[src/rtl/sb_issue_commit_ctrl.sv]
// Scoreboard issue/commit bookkeeping.
// Allocates trans_ids in program order, records writeback completion and
// exception flags per entry, retires the oldest entry once it is finished,
// and publishes which architectural registers have a pending writer.
module sb_issue_commit_ctrl #(
  parameter int unsigned NR_SB_ENTRIES = 4,
  parameter int unsigned TRANS_ID_BITS = $clog2(NR_SB_ENTRIES),
  parameter int unsigned NR_WB_PORTS   = 4
) (
  input  logic                                 clk_i,
  input  logic                                 rst_ni,
  input  logic                                 flush_i,
  input  logic                                 issue_valid_i,
  output logic                                 issue_ready_o,
  input  logic [4:0]                           issue_rd_i,
  output logic [TRANS_ID_BITS-1:0]             issue_trans_id_o,
  input  logic [NR_WB_PORTS-1:0]               wb_valid_i,
  input  logic [NR_WB_PORTS*TRANS_ID_BITS-1:0] wb_trans_id_i,
  input  logic [NR_WB_PORTS-1:0]               wb_ex_valid_i,
  output logic                                 commit_valid_o,
  input  logic                                 commit_ack_i,
  output logic [TRANS_ID_BITS-1:0]             commit_trans_id_o,
  output logic [4:0]                           commit_rd_o,
  output logic                                 commit_ex_o,
  output logic [31:0]                          rd_busy_o,
  output logic [TRANS_ID_BITS:0]               count_o
);

  localparam logic [TRANS_ID_BITS:0]   FULL_CNT = (TRANS_ID_BITS+1)'(NR_SB_ENTRIES);
  localparam logic [TRANS_ID_BITS:0]   CNT_ONE  = (TRANS_ID_BITS+1)'(1);
  localparam logic [TRANS_ID_BITS-1:0] PTR_ONE  = TRANS_ID_BITS'(1);

  logic [NR_SB_ENTRIES-1:0] busy_q, busy_d;
  logic [NR_SB_ENTRIES-1:0] done_q, done_d;
  logic [NR_SB_ENTRIES-1:0] ex_q, ex_d;
  logic [4:0]               rd_q [NR_SB_ENTRIES];
  logic [4:0]               rd_d [NR_SB_ENTRIES];
  logic [TRANS_ID_BITS-1:0] issue_ptr_q, issue_ptr_d;
  logic [TRANS_ID_BITS-1:0] commit_ptr_q, commit_ptr_d;
  logic [TRANS_ID_BITS:0]   cnt_q, cnt_d;

  logic                     issue_fire_s;
  logic                     commit_fire_s;
  logic [31:0]              rd_busy_s;
  logic [TRANS_ID_BITS-1:0] wb_id_s [NR_WB_PORTS];

  for (genvar k = 0; k < NR_WB_PORTS; k++) begin : g_wb_id
    assign wb_id_s[k] = wb_trans_id_i[k*TRANS_ID_BITS +: TRANS_ID_BITS];
  end

  // Handshakes only depend on registered state and flush, never on commit_ack_i
  assign issue_ready_o  = !flush_i && (cnt_q < FULL_CNT);
  assign commit_valid_o = !flush_i && busy_q[commit_ptr_q] && done_q[commit_ptr_q];
  assign issue_fire_s   = issue_valid_i && issue_ready_o;
  assign commit_fire_s  = commit_valid_o && commit_ack_i;

  assign issue_trans_id_o  = issue_ptr_q;
  assign commit_trans_id_o = commit_ptr_q;
  assign commit_rd_o       = rd_q[commit_ptr_q];
  assign commit_ex_o       = ex_q[commit_ptr_q];
  assign rd_busy_o         = rd_busy_s;
  assign count_o           = cnt_q;

  // Pending-writer mask: one bit per destination of every busy entry; x0 never busy
  always_comb begin
    rd_busy_s = 32'd0;
    for (int i = 0; i < NR_SB_ENTRIES; i++) begin
      rd_busy_s = rd_busy_s | ({32{busy_q[i]}} & (32'd1 << rd_q[i]));
    end
    rd_busy_s[0] = 1'b0;
  end

  // Next-state: flush clears everything; otherwise writeback, then commit, then issue
  always_comb begin
    busy_d       = busy_q;
    done_d       = done_q;
    ex_d         = ex_q;
    rd_d         = rd_q;
    issue_ptr_d  = issue_ptr_q;
    commit_ptr_d = commit_ptr_q;
    cnt_d        = cnt_q;
    if (flush_i) begin
      busy_d       = '0;
      done_d       = '0;
      ex_d         = '0;
      issue_ptr_d  = '0;
      commit_ptr_d = '0;
      cnt_d        = '0;
      for (int i = 0; i < NR_SB_ENTRIES; i++) begin
        rd_d[i] = 5'd0;
      end
    end else begin
      // Writebacks only land on busy entries; several ports may hit the same id
      for (int k = 0; k < NR_WB_PORTS; k++) begin
        done_d[wb_id_s[k]] = done_d[wb_id_s[k]] | (wb_valid_i[k] & busy_q[wb_id_s[k]]);
        ex_d[wb_id_s[k]]   = ex_d[wb_id_s[k]]
                             | (wb_valid_i[k] & busy_q[wb_id_s[k]] & wb_ex_valid_i[k]);
      end
      if (commit_fire_s) begin
        busy_d[commit_ptr_q] = 1'b0;
        commit_ptr_d         = commit_ptr_q + PTR_ONE;
      end else begin
        commit_ptr_d = commit_ptr_q;
      end
      // The issue slot is never busy (count < depth), so it cannot collide with writeback
      if (issue_fire_s) begin
        busy_d[issue_ptr_q] = 1'b1;
        done_d[issue_ptr_q] = 1'b0;
        ex_d[issue_ptr_q]   = 1'b0;
        rd_d[issue_ptr_q]   = issue_rd_i;
        issue_ptr_d         = issue_ptr_q + PTR_ONE;
      end else begin
        issue_ptr_d = issue_ptr_q;
      end
      case ({issue_fire_s, commit_fire_s})
        2'b10:   cnt_d = cnt_q + CNT_ONE;
        2'b01:   cnt_d = cnt_q - CNT_ONE;
        default: cnt_d = cnt_q;
      endcase
    end
  end

  // State registers with asynchronous clear
  always_ff @(posedge clk_i or negedge rst_ni) begin
    if (!rst_ni) begin
      busy_q       <= '0;
      done_q       <= '0;
      ex_q         <= '0;
      issue_ptr_q  <= '0;
      commit_ptr_q <= '0;
      cnt_q        <= '0;
      for (int i = 0; i < NR_SB_ENTRIES; i++) begin
        rd_q[i] <= 5'd0;
      end
    end else begin
      busy_q       <= busy_d;
      done_q       <= done_d;
      ex_q         <= ex_d;
      rd_q         <= rd_d;
      issue_ptr_q  <= issue_ptr_d;
      commit_ptr_q <= commit_ptr_d;
      cnt_q        <= cnt_d;
    end
  end

endmodule

[config.mk]
export PLATFORM = sky130hd
export DESIGN_NAME = sb_issue_commit_ctrl
export DESIGN_NICKNAME = d
export VERILOG_FILES = /design/src/rtl/sb_issue_commit_ctrl.sv
export SDC_FILE = /design/constraint.sdc
export NUM_CORES = 1
export LEC_CHECK = 0
export ABC_AREA = 1
export CAP_MARGIN = 15
export CORE_MARGIN = 5
export CORE_UTILIZATION = 48
export CTS_CLUSTER_DIAMETER = 50
export DETAILED_ROUTE_END_ITERATION = 10
export PLACE_DENSITY = 0.83
export SLEW_MARGIN = 20
export SYNTH_ARGS = -nofsm -noshare
export SYNTH_HDL_FRONTEND = slang
export SYNTH_SLANG_ARGS = --single-unit
export TNS_END_PERCENT = 100
[constraint.sdc]
create_clock -name clk_i -period 2.3 [get_ports clk_i]
set_clock_uncertainty 0.2 [all_clocks]
set_input_delay 0.345 -clock clk_i [delete_from_list [all_inputs] [get_ports clk_i]]
set_output_delay 0.345 -clock clk_i [all_outputs]
set_load 0.1 [all_outputs]
==> results.md, run 1 <==
* Chip Height at 99.6 um
* Sequential cell area fraction in the yosys report at 0.253
* Top Ports at 73
* Worst EP kind: sequential cell input
* All-Layer GR Usage at 0.927
* Placed Area at 6110 um2
* Worst_ep grt: ex_q[3]$_DFF_PN0_/D
* Post-Synthesis Net Count at 680
* Total number of yosys warnings at 0
* # H-tree levels at 2
* Error: [ERROR GRT-0232] Routing congestion too high. Check the congestion heatmap in the GUI.
* Die width at 99.6 um
* Status: stopped before the end
* Clock Tree Buf Depth at 2
* # port buffers at 71
* Clock sinks at 39
* Mapped Cells at 645
* Site Rows at 32
* EDFF count, synth at 0
* Initial Utilization at 0.497
* Grt total ovfl at 522
* Seq cells post-synth at 39
* Failing step: global routing (5_1_grt)
* Ys async rst share at 1.00
* Post-DP HPWL at 13.4 mm
* Gpl congestion at 1.07
* Primary FF master, synth: dfrtp_1
* Num CTS Buffers at 5
* Count of cell types in the netlist at 41
* Largest net degree at the start of global routing at 27
* Mapped Avg Cell Area at 5.98 um2
* Clock Tree Root: clkbuf_8
* Post-synthesis cell area at 3860 um2
==> synthesized netlist by cell type (2+ instances only) <==
master	number	share of area
buf_4	2	0.0039
nor2_2	2	0.0032
or2_2	2	0.0032
nor4_1	15	0.024
dfrtp_1	39	0.25
nand2_1	203	0.20
nor3_1	17	0.022
inv_1	78	0.076
nor2_1	50	0.049
o21ai_2	2	0.0045
clkinv_1	9	0.0088
inv_2	3	0.0029
o2111ai_1	3	0.0068
a21oi_1	28	0.036
clkbuf_1	14	0.014
a31oi_1	7	0.011
o21ai_1	3	0.0039
o22ai_1	23	0.037
o221ai_1	10	0.023
ha_1	8	0.026
o211ai_1	2	0.0039
nand3_1	57	0.074
nand2_2	4	0.0065
nand4_1	18	0.029
o21ai_0	23	0.030
a22oi_1	8	0.016
==> kinds of logic after synthesis <==
| group | share of synthesized area |
|---|---|
| adders and majority gates | 0.0311 |
| other | 0.000972 |
| muxes | 0.00259 |
| AOI/OAI and AO/OA | 0.185 |
| DFF | 0.253 |
| buffers and inverters | 0.111 |
| and+or+nand+nor | 0.416 |
==> stage by stage <==
stage | std cells | hold WS, ps | setup slack [ps] | utilization
2_1_floorplan | 645 | -151 | -624 | -
3_3_place_gp | 901 | 53.2 | -791 | 0.787
3_5_place_dp | 901 | 57.5 | -919 | 0.787
4_1_cts | 919 | 280 | -310 | 0.867
==> metal layers <==
metal  GRT usage  GRT overflow
met5       0.272             0
met4        1.07           173
met3       0.760             3
met2        1.12           340
met1       0.862             6
==> timing repair <==
action	4_1_cts
pin swaps	40
hold buffers	1
buffers inserted	10
endpoints found under the hold margin	13
resized for setup	123
cloned	1
setup endpoints to repair	46
==> run 2: changes to the inputs <==
--- a/config.mk
+++ b/config.mk
@@ -8,10 +8,9 @@
 export ABC_AREA = 1
 export CAP_MARGIN = 15
 export CORE_MARGIN = 5
-export CORE_UTILIZATION = 48
-export CTS_CLUSTER_DIAMETER = 50
+export CORE_UTILIZATION = 40
 export DETAILED_ROUTE_END_ITERATION = 10
-export PLACE_DENSITY = 0.83
+export PLACE_DENSITY_LB_ADDON = 0.15
 export SLEW_MARGIN = 20
 export SYNTH_ARGS = -nofsm -noshare
 export SYNTH_HDL_FRONTEND = slang
==> constraint.sdc (replaced) <==
create_clock -name clk_i -period 3 [get_ports clk_i]
set_clock_uncertainty 0.2 [all_clocks]
set_input_delay 0.45 -clock clk_i [delete_from_list [all_inputs] [get_ports clk_i]]
set_output_delay 0.45 -clock clk_i [all_outputs]
set_load 0.1 [all_outputs]
==> results.md, run 2 <==
* Gpl congestion at 0.967
* Period minus WS final at 2810 ps
* Antenna diodes at 0
* TritonRoute pass-1 iters at 5
* CTS tree: yes
* Crit. End Element: register
* Placed Area at 5430 um2
* Relative slew slack at 0.423
* Final hold vios at 0
* Post-synthesis cell area at 3860 um2
* Setup violators final at 0
* RSZ-0062 raised after global routing: false
* Fillers at 875
* Post-Synthesis Net Count at 680
* Mapped Avg Cell Area at 5.98 um2
* Hold WC Path Type: input pin to async pin
* Grt total ovfl at 0
* Post-DP HPWL at 12.4 mm
* Drt drc at 0
* EDFF count, synth at 0
* FMAX at 356 MHz
* Ys async rst share at 1.00
* Initial antenna violation count at 0
* Site Rows at 35
* Most common cell in the netlist: nand2_1
* FF-to-FF setup slack at 290 ps
* Max Used Layer: met4
* Synth top cells by count: nand2_1, inv_1, nand3_1
* Seq cells post-synth at 39
* Register area at 981 um2
* Primary FF master, synth: dfrtp_1
* Num CTS Buffers at 5
* DR WL/cell at 17.7 um
* Maximum VDD drop at 0.325 mV
* Crit Path Category: input pin to register
* Top Ports at 73
* Post-synth top area share at 0.253
* Initial DRC Count at 459
* Initial Utilization at 0.414
* Hold Buf Count CTS at 0
* Area of the die at 11700 um2
* Most frequent cells in the layout: nand2_1, inv_1, nand3_1
* Count of cell types in the netlist at 41
* Max Slew Vio Count at 0
* Core box area at 9330 um2
* Vias per cell at 5.67
* Worst-path clk slew at 80 ps
* # port buffers at 71
* Post-route cell area at 5600 um2
* Vias post-DR at 5014
* Fraction of layout cells with a size suffix above 1 at 0.189
* Reg-to-Reg Start: busy_q[3]
* Total number of yosys warnings at 0
* WL met3 at 1.60 mm
* Max reg flops at 20
* Final ANT Viol Nets at 0
* Most common cell after layout, fill and taps aside: nand2_1
* Layout Nets at 790
* WL met2 at 6.70 mm
* Multi-input logic area at 2540 um2
* Vias in the first global route at 4577
* All-Layer GR Usage at 0.263
* Layout Cells excl Fill at 885
* # H-tree levels at 2
* Status: completed
* Max-cap violations at 0
* Req. time, crit path at 2990 ps
* Clock Tree Root: clkbuf_8
* Largest area contributor in the netlist: dfrtp_1
* Sequential cell area fraction in the yosys report at 0.253
* Pwr/cell area at 305 nW/um2
* Largest register by flop count: rd_q
* First-pass GRT wire length at 24.4 mm
* Routed wire length at 15.6 mm
* Top cells by area, synth: dfrtp_1, nand2_1, inv_1
* Worst Reg-to-Reg Cells at 24
* CP arrival at 2800 ps
* Critical-path maximum fanout at 5
* Post-route met1 wirelength at 6.92 mm
* Worst slew pin tran at 865 ps
* Die width at 108 um
* Placed cells at 875
* Reg-to-Reg End: done_q[2]
* Largest net degree at the start of global routing at 40
* Clock Tree Buf Depth at 2
* Period utilization at 0.937
* Mapped Cells at 645
* Worst setup SP type: input pin
* Chip Height at 108 um
* Leakage at 2.56 nW
* Area Growth Syn to Fin at 45.1%
* Clock sinks at 39
* Worst skew pair latency at 290 ps
## run 2: cell counts after synthesis
No cell type changed its count.
## run 2: final cells by class
cell class	instances	share of cell area
Clock inverter	3	0.00782
Tap cell	129	0.0288
Inverter	91	0.0619
Clock buffer	5	0.0123
Sequential cell	39	0.175
Multi-Input combinational cell	497	0.455
Timing Repair Buffer	121	0.259
## run 2: cell families after synthesis
family                   share of synthesized area
AND/OR/NAND/NOR                              0.416
other                                     0.000972
adder cells (fa/ha/maj)                     0.0311
buffers and inverters                        0.111
AO/OA/AOI/OAI                                0.185
flip-flops                                   0.253
multiplexers                               0.00259
## run 2: per-layer routing
layer | vias up | track usage
met5 | - | 0
met2 | 296 | 0.397
met3 | 33 | 0.0382
li1 | 2401 | -
met4 | 0 | 0.0703
met1 | 2284 | 0.392
## run 2: report_power, final
group          leakage (nW)  internal [mW]  switching, mW
Sequential            0.527          0.557         0.0450
Clock                0.0581          0.248          0.189
Combinational          1.97          0.220          0.449
## run 2: worst max-delay path: stages
cell and delay (ps):
clkdlybuf4s50_1 440, buf_4 160, nand2_1 170, o221ai_1 160, nand2_1 120, nand2_1 70
a21oi_2 160, nand3_1 120, nand3_1 80, nand2_1 60, nor2_2 140, nand2_2 90
nand2_2 70, nand3_2 80, nand2_1 90, inv_1 50, nand2_2 80, nand3_1 80
nand2_1 90, inv_1 40
## run 2: worst max-delay path by stage
stage	slack, ps	from	cells past startpoint	to
global route	4	wb_trans_id_i[2]	20	done_q[2]
CTS	30	wb_trans_id_i[0]	27	done_q[1]
finish	190	wb_trans_id_i[2]	20	done_q[2]
global placement	-240	wb_trans_id_i[0]	27	done_q[0]
detailed placement	-270	wb_trans_id_i[0]	27	done_q[2]
floorplan	-310	busy_q[0]	6	rd_busy_o[2]
## run 2: repair_timing
item,4_1_cts,5_1_grt
setup endpoints to repair,3,8
gates cloned,0,2
pin swaps,0,5
gates resized for setup,1,12
setup buffers,0,0
## run 2: metrics by stage
| step | utilization | worst slack [ps] | total power [mW] | setup TNS (ps) | hold slack (ps) |
|---|---|---|---|---|---|
| 6_report | 0.600 | 188 | 1.71 | 0 | 61.7 |
| 5_1_grt | 0.600 | 4.05 | 1.79 | 0 | 133 |
| 4_1_cts | 0.595 | 30.0 | 1.70 | 0 | 79.9 |
| 3_5_place_dp | 0.583 | -272 | 1.26 | -1730 | 345 |
| 3_3_place_gp | 0.583 | -240 | 1.26 | -1210 | 328 |
| 2_1_floorplan | - | -308 | 1.01 | -1750 | -45.6 |
Note: power is estimated with default switching activity, not from simulation.
